[config.mk]
export PLATFORM = sky130hd
export DESIGN_NAME = dram_rd_arb_flat
export DESIGN_NICKNAME = d
export VERILOG_FILES = /design/src/rtl/dram_rd_arb_if.sv /design/src/rtl/dram_rd_arb.sv /design/src/flat_wrapper.sv
export SDC_FILE = /design/constraint.sdc
export NUM_CORES = 1
export LEC_CHECK = 0
export CELL_PAD_IN_SITES_DETAIL_PLACEMENT = 1
export CELL_PAD_IN_SITES_GLOBAL_PLACEMENT = 2
export CORE_AREA = 3 3 171 157
export CTS_BUF_LIST = sky130_fd_sc_hd__clkbuf_16
export DETAILED_ROUTE_END_ITERATION = 7
export DIE_AREA = 0 0 174 160
export HOLD_SLACK_MARGIN = 0.15
export PLACE_DENSITY = 0.84
export SETUP_SLACK_MARGIN = 0.4
export SYNTH_ARGS = -nofsm -noshare
export SYNTH_HDL_FRONTEND = slang
export SYNTH_SLANG_ARGS = --single-unit
[constraint.sdc]
create_clock -name clk -period 2 [get_ports clk]
set_input_delay 0.2 -clock clk [delete_from_list [all_inputs] [get_ports clk]]
set_output_delay 0.2 -clock clk [all_outputs]
set_load 0.03 [all_outputs]
[src/rtl/dram_rd_arb_if.sv]
// Requester AR/R ports plus the shared AXI AR/R channel of dram_rd_arb.
// slave: arbiter view; master: environment (requesters + AXI slave) view.
interface dram_rd_arb_if #(
  parameter int ADDR_W = 10
);
  logic              lsu_arb_arvld;
  logic [7:0]        lsu_arb_arid;
  logic [ADDR_W-1:0] lsu_arb_araddr;
  logic [7:0]        lsu_arb_arlen;
  logic [2:0]        lsu_arb_arsize;
  logic [1:0]        lsu_arb_arburst;
  logic              arb_lsu_arrdy;
  logic              arb_lsu_rvld;
  logic [63:0]       arb_lsu_rdata;
  logic [1:0]        arb_lsu_rresp;
  logic              arb_lsu_rlast;
  logic [7:0]        arb_lsu_rid;
  logic              lsu_arb_rrdy;

  logic              ifu_arb_arvld;
  logic [7:0]        ifu_arb_arid;
  logic [ADDR_W-1:0] ifu_arb_araddr;
  logic [7:0]        ifu_arb_arlen;
  logic [2:0]        ifu_arb_arsize;
  logic [1:0]        ifu_arb_arburst;
  logic              arb_ifu_arrdy;
  logic              arb_ifu_rvld;
  logic [63:0]       arb_ifu_rdata;
  logic [1:0]        arb_ifu_rresp;
  logic              arb_ifu_rlast;
  logic [7:0]        arb_ifu_rid;
  logic              ifu_arb_rrdy;

  logic              arb_axi_arvld;
  logic [7:0]        arb_axi_arid;
  logic [ADDR_W-1:0] arb_axi_araddr;
  logic [7:0]        arb_axi_arlen;
  logic [2:0]        arb_axi_arsize;
  logic [1:0]        arb_axi_arburst;
  logic              axi_arb_arrdy;
  logic              axi_arb_rvld;
  logic [63:0]       axi_arb_rdata;
  logic [1:0]        axi_arb_rresp;
  logic              axi_arb_rlast;
  logic [7:0]        axi_arb_rid;
  logic              arb_axi_rrdy;

  logic              arb_busy;
  logic              arb_len_err;

  modport slave (
    input  lsu_arb_arvld, lsu_arb_arid, lsu_arb_araddr, lsu_arb_arlen, lsu_arb_arsize,
           lsu_arb_arburst, lsu_arb_rrdy,
    output arb_lsu_arrdy, arb_lsu_rvld, arb_lsu_rdata, arb_lsu_rresp, arb_lsu_rlast, arb_lsu_rid,
    input  ifu_arb_arvld, ifu_arb_arid, ifu_arb_araddr, ifu_arb_arlen, ifu_arb_arsize,
           ifu_arb_arburst, ifu_arb_rrdy,
    output arb_ifu_arrdy, arb_ifu_rvld, arb_ifu_rdata, arb_ifu_rresp, arb_ifu_rlast, arb_ifu_rid,
    output arb_axi_arvld, arb_axi_arid, arb_axi_araddr, arb_axi_arlen, arb_axi_arsize,
           arb_axi_arburst, arb_axi_rrdy,
    input  axi_arb_arrdy, axi_arb_rvld, axi_arb_rdata, axi_arb_rresp, axi_arb_rlast, axi_arb_rid,
    output arb_busy, arb_len_err
  );

  modport master (
    output lsu_arb_arvld, lsu_arb_arid, lsu_arb_araddr, lsu_arb_arlen, lsu_arb_arsize,
           lsu_arb_arburst, lsu_arb_rrdy,
    input  arb_lsu_arrdy, arb_lsu_rvld, arb_lsu_rdata, arb_lsu_rresp, arb_lsu_rlast, arb_lsu_rid,
    output ifu_arb_arvld, ifu_arb_arid, ifu_arb_araddr, ifu_arb_arlen, ifu_arb_arsize,
           ifu_arb_arburst, ifu_arb_rrdy,
    input  arb_ifu_arrdy, arb_ifu_rvld, arb_ifu_rdata, arb_ifu_rresp, arb_ifu_rlast, arb_ifu_rid,
    input  arb_axi_arvld, arb_axi_arid, arb_axi_araddr, arb_axi_arlen, arb_axi_arsize,
           arb_axi_arburst, arb_axi_rrdy,
    output axi_arb_arrdy, axi_arb_rvld, axi_arb_rdata, axi_arb_rresp, axi_arb_rlast, axi_arb_rid,
    input  arb_busy, arb_len_err
  );
endinterface

[src/rtl/dram_rd_arb.sv]
// Two-requester (LSU/IFU) AXI read arbiter, one burst outstanding, round-robin ties.
// Define DRAM_RD_ARB_LSU_PRIO_EN for fixed priority with LSU winning every tie.
module dram_rd_arb #(
  parameter int ADDR_W = 10
) (
  input logic           clk,
  input logic           rst_n,
  dram_rd_arb_if.slave  bus
);
  typedef enum logic [1:0] {
    ST_IDLE = 2'd0,
    ST_ADDR = 2'd1,
    ST_DATA = 2'd2
  } state_e;

  localparam logic OWN_LSU = 1'b0;
  localparam logic OWN_IFU = 1'b1;

  state_e            state_r;
  logic              owner_r;
  logic [8:0]        beat_cnt_r;
  logic              len_err_r;
  logic              arvld_r;
  logic [7:0]        arid_r;
  logic [ADDR_W-1:0] araddr_r;
  logic [7:0]        arlen_r;
  logic [2:0]        arsize_r;
  logic [1:0]        arburst_r;
`ifndef DRAM_RD_ARB_LSU_PRIO_EN
  logic              last_gnt_r;
`endif

  logic              lsu_win_s;
  logic              gnt_lsu_s;
  logic              gnt_ifu_s;
  logic [7:0]        sel_id_s;
  logic [ADDR_W-1:0] sel_addr_s;
  logic [7:0]        sel_len_s;
  logic [2:0]        sel_size_s;
  logic [1:0]        sel_burst_s;
  logic              own_lsu_s;
  logic              own_ifu_s;
  logic              rrdy_s;
  logic              beat_acc_s;
  logic [8:0]        beat_nxt_s;

  // Grant decision and payload selection; arrdy is forced low while reset is asserted.
  always_comb begin
`ifdef DRAM_RD_ARB_LSU_PRIO_EN
    lsu_win_s = bus.lsu_arb_arvld;
`else
    lsu_win_s = bus.lsu_arb_arvld && (!bus.ifu_arb_arvld || (last_gnt_r == OWN_IFU));
`endif
    if (rst_n && (state_r == ST_IDLE)) begin
      gnt_lsu_s = lsu_win_s;
      gnt_ifu_s = bus.ifu_arb_arvld && !lsu_win_s;
    end else begin
      gnt_lsu_s = 1'b0;
      gnt_ifu_s = 1'b0;
    end
    if (gnt_ifu_s) begin
      sel_id_s    = bus.ifu_arb_arid;
      sel_addr_s  = bus.ifu_arb_araddr;
      sel_len_s   = bus.ifu_arb_arlen;
      sel_size_s  = bus.ifu_arb_arsize;
      sel_burst_s = bus.ifu_arb_arburst;
    end else begin
      sel_id_s    = bus.lsu_arb_arid;
      sel_addr_s  = bus.lsu_arb_araddr;
      sel_len_s   = bus.lsu_arb_arlen;
      sel_size_s  = bus.lsu_arb_arsize;
      sel_burst_s = bus.lsu_arb_arburst;
    end
  end

  // R-channel ownership and beat acceptance; nothing is accepted outside DATA.
  always_comb begin
    own_lsu_s = (state_r == ST_DATA) && (owner_r == OWN_LSU);
    own_ifu_s = (state_r == ST_DATA) && (owner_r == OWN_IFU);
    if (own_lsu_s) begin
      rrdy_s = bus.lsu_arb_rrdy;
    end else if (own_ifu_s) begin
      rrdy_s = bus.ifu_arb_rrdy;
    end else begin
      rrdy_s = 1'b0;
    end
    beat_acc_s = bus.axi_arb_rvld && rrdy_s;
    beat_nxt_s = beat_cnt_r + 9'd1;
  end

  assign bus.arb_lsu_arrdy   = gnt_lsu_s;
  assign bus.arb_ifu_arrdy   = gnt_ifu_s;
  assign bus.arb_axi_rrdy    = rrdy_s;
  assign bus.arb_lsu_rvld    = own_lsu_s && bus.axi_arb_rvld;
  assign bus.arb_lsu_rdata   = own_lsu_s ? bus.axi_arb_rdata : 64'd0;
  assign bus.arb_lsu_rresp   = own_lsu_s ? bus.axi_arb_rresp : 2'd0;
  assign bus.arb_lsu_rlast   = own_lsu_s && bus.axi_arb_rlast;
  assign bus.arb_lsu_rid     = own_lsu_s ? bus.axi_arb_rid : 8'd0;
  assign bus.arb_ifu_rvld    = own_ifu_s && bus.axi_arb_rvld;
  assign bus.arb_ifu_rdata   = own_ifu_s ? bus.axi_arb_rdata : 64'd0;
  assign bus.arb_ifu_rresp   = own_ifu_s ? bus.axi_arb_rresp : 2'd0;
  assign bus.arb_ifu_rlast   = own_ifu_s && bus.axi_arb_rlast;
  assign bus.arb_ifu_rid     = own_ifu_s ? bus.axi_arb_rid : 8'd0;
  assign bus.arb_axi_arvld   = arvld_r;
  assign bus.arb_axi_arid    = arid_r;
  assign bus.arb_axi_araddr  = araddr_r;
  assign bus.arb_axi_arlen   = arlen_r;
  assign bus.arb_axi_arsize  = arsize_r;
  assign bus.arb_axi_arburst = arburst_r;
  assign bus.arb_busy        = (state_r != ST_IDLE);
  assign bus.arb_len_err     = len_err_r;

  // Burst FSM: grant, hold AR until accepted, count beats until rlast.
  always_ff @(posedge clk or negedge rst_n) begin
    if (!rst_n) begin
      state_r    <= ST_IDLE;
      owner_r    <= OWN_LSU;
      beat_cnt_r <= 9'd0;
      len_err_r  <= 1'b0;
      arvld_r    <= 1'b0;
      arid_r     <= 8'd0;
      araddr_r   <= '0;
      arlen_r    <= 8'd0;
      arsize_r   <= 3'd0;
      arburst_r  <= 2'd0;
`ifndef DRAM_RD_ARB_LSU_PRIO_EN
      last_gnt_r <= OWN_IFU;
`endif
    end else begin
      case (state_r)
        ST_IDLE: begin
          if (gnt_lsu_s || gnt_ifu_s) begin
            owner_r    <= gnt_ifu_s ? OWN_IFU : OWN_LSU;
            arvld_r    <= 1'b1;
            arid_r     <= sel_id_s;
            araddr_r   <= sel_addr_s;
            arlen_r    <= sel_len_s;
            arsize_r   <= sel_size_s;
            arburst_r  <= sel_burst_s;
            beat_cnt_r <= 9'd0;
            state_r    <= ST_ADDR;
          end
        end
        ST_ADDR: begin
          if (bus.axi_arb_arrdy) begin
            arvld_r <= 1'b0;
            state_r <= ST_DATA;
          end
        end
        ST_DATA: begin
          if (beat_acc_s) begin
            beat_cnt_r <= beat_nxt_s;
            if (bus.axi_arb_rlast) begin
              // arlen_r stays valid through DATA, so it doubles as the expected length.
              if (beat_nxt_s != ({1'b0, arlen_r} + 9'd1)) begin
                len_err_r <= 1'b1;
              end
`ifndef DRAM_RD_ARB_LSU_PRIO_EN
              last_gnt_r <= owner_r;
`endif
              state_r <= ST_IDLE;
            end
          end
        end
        default: begin
          arvld_r <= 1'b0;
          state_r <= ST_IDLE;
        end
      endcase
    end
  end
endmodule

[src/flat_wrapper.sv]
// flat-port wrapper written by rule: the top's interface ports become plain ports
module dram_rd_arb_flat 
#(
  parameter int ADDR_W = 10
)
  (clk, rst_n, bus_lsu_arb_arvld, bus_lsu_arb_arid, bus_lsu_arb_araddr, bus_lsu_arb_arlen, bus_lsu_arb_arsize, bus_lsu_arb_arburst, bus_lsu_arb_rrdy, bus_arb_lsu_arrdy, bus_arb_lsu_rvld, bus_arb_lsu_rdata, bus_arb_lsu_rresp, bus_arb_lsu_rlast, bus_arb_lsu_rid, bus_ifu_arb_arvld, bus_ifu_arb_arid, bus_ifu_arb_araddr, bus_ifu_arb_arlen, bus_ifu_arb_arsize, bus_ifu_arb_arburst, bus_ifu_arb_rrdy, bus_arb_ifu_arrdy, bus_arb_ifu_rvld, bus_arb_ifu_rdata, bus_arb_ifu_rresp, bus_arb_ifu_rlast, bus_arb_ifu_rid, bus_arb_axi_arvld, bus_arb_axi_arid, bus_arb_axi_araddr, bus_arb_axi_arlen, bus_arb_axi_arsize, bus_arb_axi_arburst, bus_arb_axi_rrdy, bus_axi_arb_arrdy, bus_axi_arb_rvld, bus_axi_arb_rdata, bus_axi_arb_rresp, bus_axi_arb_rlast, bus_axi_arb_rid, bus_arb_busy, bus_arb_len_err);
  dram_rd_arb_if #(.ADDR_W(ADDR_W)) bus_i ();
  input logic clk;
  input logic rst_n;
  input wire logic [$bits(bus_i.lsu_arb_arvld)-1:0] bus_lsu_arb_arvld;
  input wire logic [$bits(bus_i.lsu_arb_arid)-1:0] bus_lsu_arb_arid;
  input wire logic [$bits(bus_i.lsu_arb_araddr)-1:0] bus_lsu_arb_araddr;
  input wire logic [$bits(bus_i.lsu_arb_arlen)-1:0] bus_lsu_arb_arlen;
  input wire logic [$bits(bus_i.lsu_arb_arsize)-1:0] bus_lsu_arb_arsize;
  input wire logic [$bits(bus_i.lsu_arb_arburst)-1:0] bus_lsu_arb_arburst;
  input wire logic [$bits(bus_i.lsu_arb_rrdy)-1:0] bus_lsu_arb_rrdy;
  output wire logic [$bits(bus_i.arb_lsu_arrdy)-1:0] bus_arb_lsu_arrdy;
  output wire logic [$bits(bus_i.arb_lsu_rvld)-1:0] bus_arb_lsu_rvld;
  output wire logic [$bits(bus_i.arb_lsu_rdata)-1:0] bus_arb_lsu_rdata;
  output wire logic [$bits(bus_i.arb_lsu_rresp)-1:0] bus_arb_lsu_rresp;
  output wire logic [$bits(bus_i.arb_lsu_rlast)-1:0] bus_arb_lsu_rlast;
  output wire logic [$bits(bus_i.arb_lsu_rid)-1:0] bus_arb_lsu_rid;
  input wire logic [$bits(bus_i.ifu_arb_arvld)-1:0] bus_ifu_arb_arvld;
  input wire logic [$bits(bus_i.ifu_arb_arid)-1:0] bus_ifu_arb_arid;
  input wire logic [$bits(bus_i.ifu_arb_araddr)-1:0] bus_ifu_arb_araddr;
  input wire logic [$bits(bus_i.ifu_arb_arlen)-1:0] bus_ifu_arb_arlen;
  input wire logic [$bits(bus_i.ifu_arb_arsize)-1:0] bus_ifu_arb_arsize;
  input wire logic [$bits(bus_i.ifu_arb_arburst)-1:0] bus_ifu_arb_arburst;
  input wire logic [$bits(bus_i.ifu_arb_rrdy)-1:0] bus_ifu_arb_rrdy;
  output wire logic [$bits(bus_i.arb_ifu_arrdy)-1:0] bus_arb_ifu_arrdy;
  output wire logic [$bits(bus_i.arb_ifu_rvld)-1:0] bus_arb_ifu_rvld;
  output wire logic [$bits(bus_i.arb_ifu_rdata)-1:0] bus_arb_ifu_rdata;
  output wire logic [$bits(bus_i.arb_ifu_rresp)-1:0] bus_arb_ifu_rresp;
  output wire logic [$bits(bus_i.arb_ifu_rlast)-1:0] bus_arb_ifu_rlast;
  output wire logic [$bits(bus_i.arb_ifu_rid)-1:0] bus_arb_ifu_rid;
  output wire logic [$bits(bus_i.arb_axi_arvld)-1:0] bus_arb_axi_arvld;
  output wire logic [$bits(bus_i.arb_axi_arid)-1:0] bus_arb_axi_arid;
  output wire logic [$bits(bus_i.arb_axi_araddr)-1:0] bus_arb_axi_araddr;
  output wire logic [$bits(bus_i.arb_axi_arlen)-1:0] bus_arb_axi_arlen;
  output wire logic [$bits(bus_i.arb_axi_arsize)-1:0] bus_arb_axi_arsize;
  output wire logic [$bits(bus_i.arb_axi_arburst)-1:0] bus_arb_axi_arburst;
  output wire logic [$bits(bus_i.arb_axi_rrdy)-1:0] bus_arb_axi_rrdy;
  input wire logic [$bits(bus_i.axi_arb_arrdy)-1:0] bus_axi_arb_arrdy;
  input wire logic [$bits(bus_i.axi_arb_rvld)-1:0] bus_axi_arb_rvld;
  input wire logic [$bits(bus_i.axi_arb_rdata)-1:0] bus_axi_arb_rdata;
  input wire logic [$bits(bus_i.axi_arb_rresp)-1:0] bus_axi_arb_rresp;
  input wire logic [$bits(bus_i.axi_arb_rlast)-1:0] bus_axi_arb_rlast;
  input wire logic [$bits(bus_i.axi_arb_rid)-1:0] bus_axi_arb_rid;
  output wire logic [$bits(bus_i.arb_busy)-1:0] bus_arb_busy;
  output wire logic [$bits(bus_i.arb_len_err)-1:0] bus_arb_len_err;
  assign bus_i.lsu_arb_arvld = bus_lsu_arb_arvld;
  assign bus_i.lsu_arb_arid = bus_lsu_arb_arid;
  assign bus_i.lsu_arb_araddr = bus_lsu_arb_araddr;
  assign bus_i.lsu_arb_arlen = bus_lsu_arb_arlen;
  assign bus_i.lsu_arb_arsize = bus_lsu_arb_arsize;
  assign bus_i.lsu_arb_arburst = bus_lsu_arb_arburst;
  assign bus_i.lsu_arb_rrdy = bus_lsu_arb_rrdy;
  assign bus_arb_lsu_arrdy = bus_i.arb_lsu_arrdy;
  assign bus_arb_lsu_rvld = bus_i.arb_lsu_rvld;
  assign bus_arb_lsu_rdata = bus_i.arb_lsu_rdata;
  assign bus_arb_lsu_rresp = bus_i.arb_lsu_rresp;
  assign bus_arb_lsu_rlast = bus_i.arb_lsu_rlast;
  assign bus_arb_lsu_rid = bus_i.arb_lsu_rid;
  assign bus_i.ifu_arb_arvld = bus_ifu_arb_arvld;
  assign bus_i.ifu_arb_arid = bus_ifu_arb_arid;
  assign bus_i.ifu_arb_araddr = bus_ifu_arb_araddr;
  assign bus_i.ifu_arb_arlen = bus_ifu_arb_arlen;
  assign bus_i.ifu_arb_arsize = bus_ifu_arb_arsize;
  assign bus_i.ifu_arb_arburst = bus_ifu_arb_arburst;
  assign bus_i.ifu_arb_rrdy = bus_ifu_arb_rrdy;
  assign bus_arb_ifu_arrdy = bus_i.arb_ifu_arrdy;
  assign bus_arb_ifu_rvld = bus_i.arb_ifu_rvld;
  assign bus_arb_ifu_rdata = bus_i.arb_ifu_rdata;
  assign bus_arb_ifu_rresp = bus_i.arb_ifu_rresp;
  assign bus_arb_ifu_rlast = bus_i.arb_ifu_rlast;
  assign bus_arb_ifu_rid = bus_i.arb_ifu_rid;
  assign bus_arb_axi_arvld = bus_i.arb_axi_arvld;
  assign bus_arb_axi_arid = bus_i.arb_axi_arid;
  assign bus_arb_axi_araddr = bus_i.arb_axi_araddr;
  assign bus_arb_axi_arlen = bus_i.arb_axi_arlen;
  assign bus_arb_axi_arsize = bus_i.arb_axi_arsize;
  assign bus_arb_axi_arburst = bus_i.arb_axi_arburst;
  assign bus_arb_axi_rrdy = bus_i.arb_axi_rrdy;
  assign bus_i.axi_arb_arrdy = bus_axi_arb_arrdy;
  assign bus_i.axi_arb_rvld = bus_axi_arb_rvld;
  assign bus_i.axi_arb_rdata = bus_axi_arb_rdata;
  assign bus_i.axi_arb_rresp = bus_axi_arb_rresp;
  assign bus_i.axi_arb_rlast = bus_axi_arb_rlast;
  assign bus_i.axi_arb_rid = bus_axi_arb_rid;
  assign bus_arb_busy = bus_i.arb_busy;
  assign bus_arb_len_err = bus_i.arb_len_err;
  dram_rd_arb #(.ADDR_W(ADDR_W)) u_core (.clk(clk), .rst_n(rst_n), .bus(bus_i));
endmodule
==> results by group, run 1 <==
Route
  – Initial detailed-routing violation count: between 100 and 150
  – Post-DR vias/cell: 4.33
  – Vias: between 5000 and 6000
  – WL/cell: between 20 and 25 um
  – DRC violations left: 0
  – Detailed-router iteration count before antenna repair: 4
  – Antenna-violating nets left: 0
  – DRT Wirelength: about 24000 um

Clock tree
  – Clk Latency, worst-skew pair: around 290 ps
  – Max clock buf depth: 2
  – Clock transition at path regs: around 70 ps
  – CTS H-tree depth: 2
  – Inserted Clock Buffers: 5
  – Clk sinks: 46
  – CTS tree: done
  – Root Driver: clkbuf_16

STA
  – Worst-Margin Slew: around 660 ps
  – RSZ-0062 raised after global routing: true
  – Minimum clock period: about 1900 ps
  – Max frequency: 539 MHz
  – Final Slew Violations: 0
  – Relative slew slack: 56.1%
  – Setup-failing EPs final: 0
  – Final hold vios: 0
  – Final TNS setup: 0 ps
  – Final worst path period share: 92.7%
  – Skew final: ~6 ps

Critical path
  – Worst-path cell chain: nor2b_4 -> buf_12 -> buf_12 -> buf_16 -> and3_1 -> buf_6
  – CP Launch Type: flip-flop
  – Critical path origin: u_core.state_r[0]
  – Largest delay contributor family on the critical path: buffers and inverters
  – Critical path class: reg -> out
  – Peak per-stage delay on the critical path: between 400 and 500 ps
  – CP Data Arrival Time: about 1700 ps
  – Worst path bufs/invs: 4
  – CP most frequent cell: buf_12
  – Crit path capture type: output pin
  – Worst R2R Start: u_core.state_r[0]
  – Critical Path RT: 1800 ps
  – Crit path max fanout: 18
  – Slowest CP cell: dfrtp_1

Synth
  – Post-Syn Instances: between 400 and 500
  – Avg Synthesized Cell Area: 7.46 um^2
  – Dominant cell by count in the synthesized netlist: and3_1
  – Seq/Total Area, Yosys: between 30% and 40%
  – Synth top area share: between 30% and 40%
  – Post-synth EDFFs: 0
  – Async set-or-reset flop fraction in the synthesized netlist: 100%
  – Distinct cell type count after synthesis: 38
  – Cell Area, Synth: 3510 um^2
  – Ys flop type: dfrtp_1
  – Leading area contributor after synthesis: dfrtp_1
  – Yosys warns: 0
  – #FFs+latches synth: 46
  – Synth top area cells: dfrtp_1 32%, and3_1 28%, nand2_1 8.1%
  – Post-Syn Nets: between 600 and 700
  – Most instantiated cells after synthesis: 156 x and3_1, 76 x nand2_1, 45 x dfrtp_1

Pwr
  – Worst vdd ir: a little under 0.0005 V
  – Static leakage: 4.20 nW
  – PwrDens: 1250 nW/um^2

Flow run
  – Max-cap violations: 0

Min path
  – Hold Crit Start: bus_ifu_arb_arlen[0]
  – Hold WC Path Type: in -> reg

Floorplan
  – Initial Util: 14.0%
  – # IOs: 334
  – Die area: 27800 um^2
  – Die W: between 150 and 200 um
  – Core Area: 25000 um^2
  – Row count: 55
  – Chip height: ~160 um

GRT
  – Initial antenna violation count: 1
  – GRT Overall Usage: between 10 and 15%
  – Grt ovf: 0
  – Largest net degree at the start of global routing: 78
  – Vias in the first global route: 5205
  – First-pass GRT wire length: approximately 33000 um

Final layout
  – Fill cell count: around 2800
  – Area Growth Syn to Fin: 171%
  – Share of layout cells above drive strength 1: between 40 and 50%
  – Fin cells: around 1200
  – Final #Nets: about 980

Status
  – Run status: complete, no violations

Placed design
  – Final GP Congestion: 0.801
  – Post-DP HPWL: 15100 um
  – # port buffers: around 330
  – Placed insts: about 1100
-- layer usage --
metal,up-vias,share of wire [%],global-route usage (%),routed length [um]
met5,-,0,0,0
met3,17,6.2,3.73,1470
met1,2485,39,16.5,9180
met2,209,54,28.5,12800
li1,2402,-,-,-
met4,0,1.1,2.67,263
-- worst min-delay path, stage by stage --
cell and delay, ps:
clkdlybuf4s50_1 400, nand2_1 60, a31oi_1 70
-- flip-flops by register name, summed over array words and instances (netlist names), 2 cells and up --
signal / cells
u_core.bus.arb_axi_arsize: 3
u_core.bus.arb_axi_araddr: 10
u_core.bus.arb_axi_arlen: 8
u_core.state_r: 2
u_core.bus.arb_axi_arid: 8
u_core.beat_cnt_r: 9
u_core.bus.arb_axi_arburst: 2
-- final timing paths --
path	endpoint	slack (ps)	depth (start not counted)
worst max register to register	u_core.bus.arb_axi_arlen[1]	230	9
worst max-delay path	bus_arb_ifu_rdata[5]	150	6
worst min register to register	u_core.bus.arb_axi_arvld	490	1
worst min-delay path	u_core.bus.arb_axi_arlen[0]	460	3
min in group asynchronous	u_core.bus.arb_axi_arlen[5]	610	3
max in group asynchronous	u_core.owner_r	910	3
-- cells in the final DEF (no fill, tap or decap), drive strengths merged, types with 2 or more instances in the layout --
cell           instances
o21ai                 17
xnor2                  8
buf                  223
dlymetal6s2s          12
a22o                   2
nor2                  41
inv                    3
xor2                  10
and4                   2
nor3                   2
nand4                  3
dfrtp                 45
clkbuf                10
nand3                  9
and2                   3
nand2                 76
and3                 156
ha                     2
a31oi                 32
clkdlybuf4s50        164
a21o                   2
-- logic make-up (layout without fill, tap and decap cells) --
family	after synthesis	after routing	synth area share, %
other	0	1	0
adders and majority gates	2	2	0.714
xor gates and xnor gates	19	19	5.14
DFF	46	46	32.9
and+or+nand+nor	296	297	45.3
buffers and inverters	49	415	5.78
AOI/OAI and AO/OA	57	57	9.89
muxes	1	1	0.321
-- area by class of cell --
cell class | count | area, um^2 | share of cell area (%)
diodes | 1 | 2.50 | 0.0264
clock buffers | 5 | 125 | 1.32
clock inverters | 3 | 43.8 | 0.461
inverters | 2 | 10.0 | 0.105
multi-input cells | 376 | 2900 | 30.6
flip-flops and latches | 46 | 1160 | 12.2
well taps | 342 | 428 | 4.51
repair buffers | 405 | 4820 | 50.8
-- timing repair --
action                                 in CTS  in global routing
setup buffers                              21                 12
gates cloned                               11                  8
pin swaps                                   4                 14
setup endpoints to repair                 209                213
resized for setup                         447                186
hold buffers                                1                  0
endpoints found under the hold margin      45                  0
-- stage by stage --
step / cell area [um^2] / total power [mW] / hold WS, ps / utilization, % / worst slack, ps
6_report: 9490 / 11.8 / 456 / 37.9 / 146
5_1_grt: 9490 / 12.4 / 459 / 37.9 / 84.8
4_1_cts: 8510 / 10.7 / 453 / 34.0 / 166
3_5_place_dp: 7300 / 8.22 / 428 / 29.1 / 56.5
3_3_place_gp: 7300 / 8.16 / 434 / 29.1 / 74.8
2_1_floorplan: 3590 / 5.30 / -95.6 / - / 418
-- report_power, final --
part / leakage (nW) / internal, mW / total [mW] / switching (mW)
Sequential: 0.532 / 1.32 / 1.77 / 0.443
Clock: 0.0842 / 0.594 / 1.00 / 0.408
Combinational: 3.58 / 4.42 / 9.06 / 4.64
Total: 4.20 / 6.34 / 11.8 / 5.49
No activity file was read; power rests on OpenSTA's default activity.
==> run 2, diff against run 1 <==
Settings changed: GPL_TIMING_DRIVEN set to 0.
==> run 2 against run 1 <==
  * First-iteration DRC count is 24% lower
  * Setup slack got worse by 11 ps
  * Via count fell by 1.9%
  * Combinational power is 18% lower
  * Design area fell by 15%
  * Core utilization is 5.8 points lower
  * Non-clock buffer count is 14 higher
==> results by group, run 2 (same netlist as run 1, synthesis figures left out) <==
Status
  – Run status: complete, no violations

Final layout
  – Leading cell types in the layout, fill and taps excluded: 176 x clkdlybuf4s50_1, 105 x and3_1, 92 x clkbuf_4
  – Area Growth Syn to Fin: 129%
  – Number of flip-flops under the largest register name: 10
  – Share of layout cells above drive strength 1: 39.2%
  – Antenna diodes: 0
  – Finished Cell Area: 8030 um^2
  – Final #Nets: between 900 and 1000
  – Commonest non-fill, non-tap cell in the layout: clkdlybuf4s50_1
  – Fill cell count: 2985

Pwr
  – Static leakage: ~4.0 nW
  – PwrDens: between 1000 and 1500 nW/um^2
  – Worst vdd ir: just under 0.0005 V
  – Power Total: 10.0 mW

Floorplan
  – Core Area: 25000 um^2
  – Chip height: 160 um
  – # IOs: ~330
  – Row count: 55
  – Initial Util: between 10% and 20%
  – Die area: between 20000 and 30000 um^2
  – Die W: between 150 and 200 um

Clock tree
  – CTS H-tree depth: 2
  – Clk Latency, worst-skew pair: about 300 ps
  – Root Driver: clkbuf_16
  – Clock transition at path regs: ~70 ps
  – Max clock buf depth: 2
  – Clk sinks: 46
  – Inserted Clock Buffers: 5
  – CTS tree: done

STA
  – Final Slew Violations: 0
  – Final hold vios: 0
  – Setup-failing EPs final: 0
  – Minimum clock period: around 1900 ps
  – Skew final: 10.3 ps
  – Final worst path period share: 93.3%
  – Final TNS setup: 0 ps
  – RSZ-0062 raised after global routing: true
  – Worst-Margin Slew: 749 ps
  – Max frequency: ~540 MHz
  – Relative slew slack: between 40% and 50%

GRT
  – Initial antenna violation count: 0
  – GRT Overall Usage: ~15%
  – Grt ovf: 0
  – Vias in the first global route: 5069
  – Largest net degree at the start of global routing: 32
  – First-pass GRT wire length: 32800 um

Critical path
  – Crit path capture type: output pin
  – R2R setup slack: 210 ps
  – R2R Path End: u_core.bus.arb_len_err
  – Crit path max fanout: 10
  – Reg2Reg Depth: 6
  – CP Launch Type: flip-flop
  – Critical path class: reg -> out
  – CP Data Arrival Time: approximately 1700 ps
  – Worst R2R Start: u_core.beat_cnt_r[0]
  – Critical path origin: u_core.state_r[0]
  – Critical Path RT: between 1500 and 2000 ps
  – End of the critical path: bus_arb_ifu_rdata[22]

Min path
  – Hold WC Path Type: in -> reg
  – Hold Crit Start: bus_ifu_arb_araddr[4]
  – Hold-critical path depth: 3

Route
  – Antenna-violating nets left: 0
  – Initial detailed-routing violation count: slightly above 90
  – WL/cell: between 15 and 20 um
  – DRT Wirelength: between 20000 and 25000 um
  – DRC violations left: 0
  – Detailed-router iteration count before antenna repair: 4
  – Post-DR vias/cell: 4.20
  – Vias: 5015

Flow run
  – Max-cap violations: 0

Placed design
  – # port buffers: about 330
  – Placed Area: ~7400 um^2
  – Final GP Congestion: slightly above 0.8
  – Post-DP HPWL: roughly 18000 um
run 2: cell count changes in the layout (fill, tap and decap cells not counted), sizes merged:
cell / change
buf: -96
diode: -1
clkbuf: +107
dlygate4sd2: +1
dlymetal6s2s: -12
clkdlybuf4s15: +1
inv: +1
bufinv: -1
dlygate4sd3: +1
clkdlybuf4s50: +12
run 2: cell type report:
cell class / instances / area, um^2 / share of cell area, %
plain buffers: 47 / 417 / 5.19
repair buffers: 372 / 3350 / 41.7
flip-flops and latches: 46 / 1160 / 14.4
multi-input cells: 376 / 2520 / 31.4
clock inverters: 3 / 16.3 / 0.202
inverters: 2 / 15.0 / 0.187
clock buffers: 5 / 125 / 1.56
well taps: 342 / 428 / 5.33
run 2: how the worst min path moves through the flow:
stage,endpoint,slack (ps)
4_1_cts,u_core.bus.arb_axi_araddr[9],440
3_5_place_dp,u_core.beat_cnt_r[4],180
2_1_floorplan,u_core.beat_cnt_r[0],-100
5_1_grt,u_core.bus.arb_axi_arlen[6],460
6_report,u_core.bus.arb_axi_araddr[4],450
3_3_place_gp,u_core.bus.arb_axi_arvld,470
run 2: critical path: stages, from the launching register on:
cell and delay, ps:
dfrtp_2 450, nor2b_4 170, buf_6 170, clkbuf_4 200, and3_1 210, buf_4 180
run 2: timing repair:
| action | CTS | global route |
|---|---|---|
| setup buffers | 7 | 23 |
| hold buffers | 2 | 0 |
| resized for setup | 892 | 183 |
| pin swaps | 3 | 5 |
| setup endpoints to repair | 211 | 218 |
| endpoints found under the hold margin | 14 | 0 |
| gates cloned | 1 | 6 |
run 2: per-stage QoR:
| step | hold slack (ps) | setup WS (ps) | instances | utilization (%) |
|---|---|---|---|---|
| 3_5_place_dp | 175 | -776 | 1146 | 29.4 |
| 3_3_place_gp | 465 | -2690 | 1145 | 29.3 |
| 4_1_cts | 440 | 119 | 1164 | 28.4 |
| 2_1_floorplan | -95.6 | 418 | 470 | - |
| 6_report | 452 | 135 | 1193 | 32.1 |
| 5_1_grt | 460 | 47.6 | 1193 | 32.1 |
run 2: report_power, final:
part / switching [mW] / internal [mW]
Clock: 0.393 / 0.460
Sequential: 0.409 / 1.33
Combinational: 4.22 / 3.21
run 2: routing by layer:
metal  part of all wire, %  vias up  routed length (um)  track usage [%]
met5                     0        -                   0                0
met4                  0.40        0                  91             1.90
met3                   6.9        7                1580             4.54
met2                    53      199               12100             28.2
met1                    40     2397                9030             17.1
li1                      -     2412                   -                -
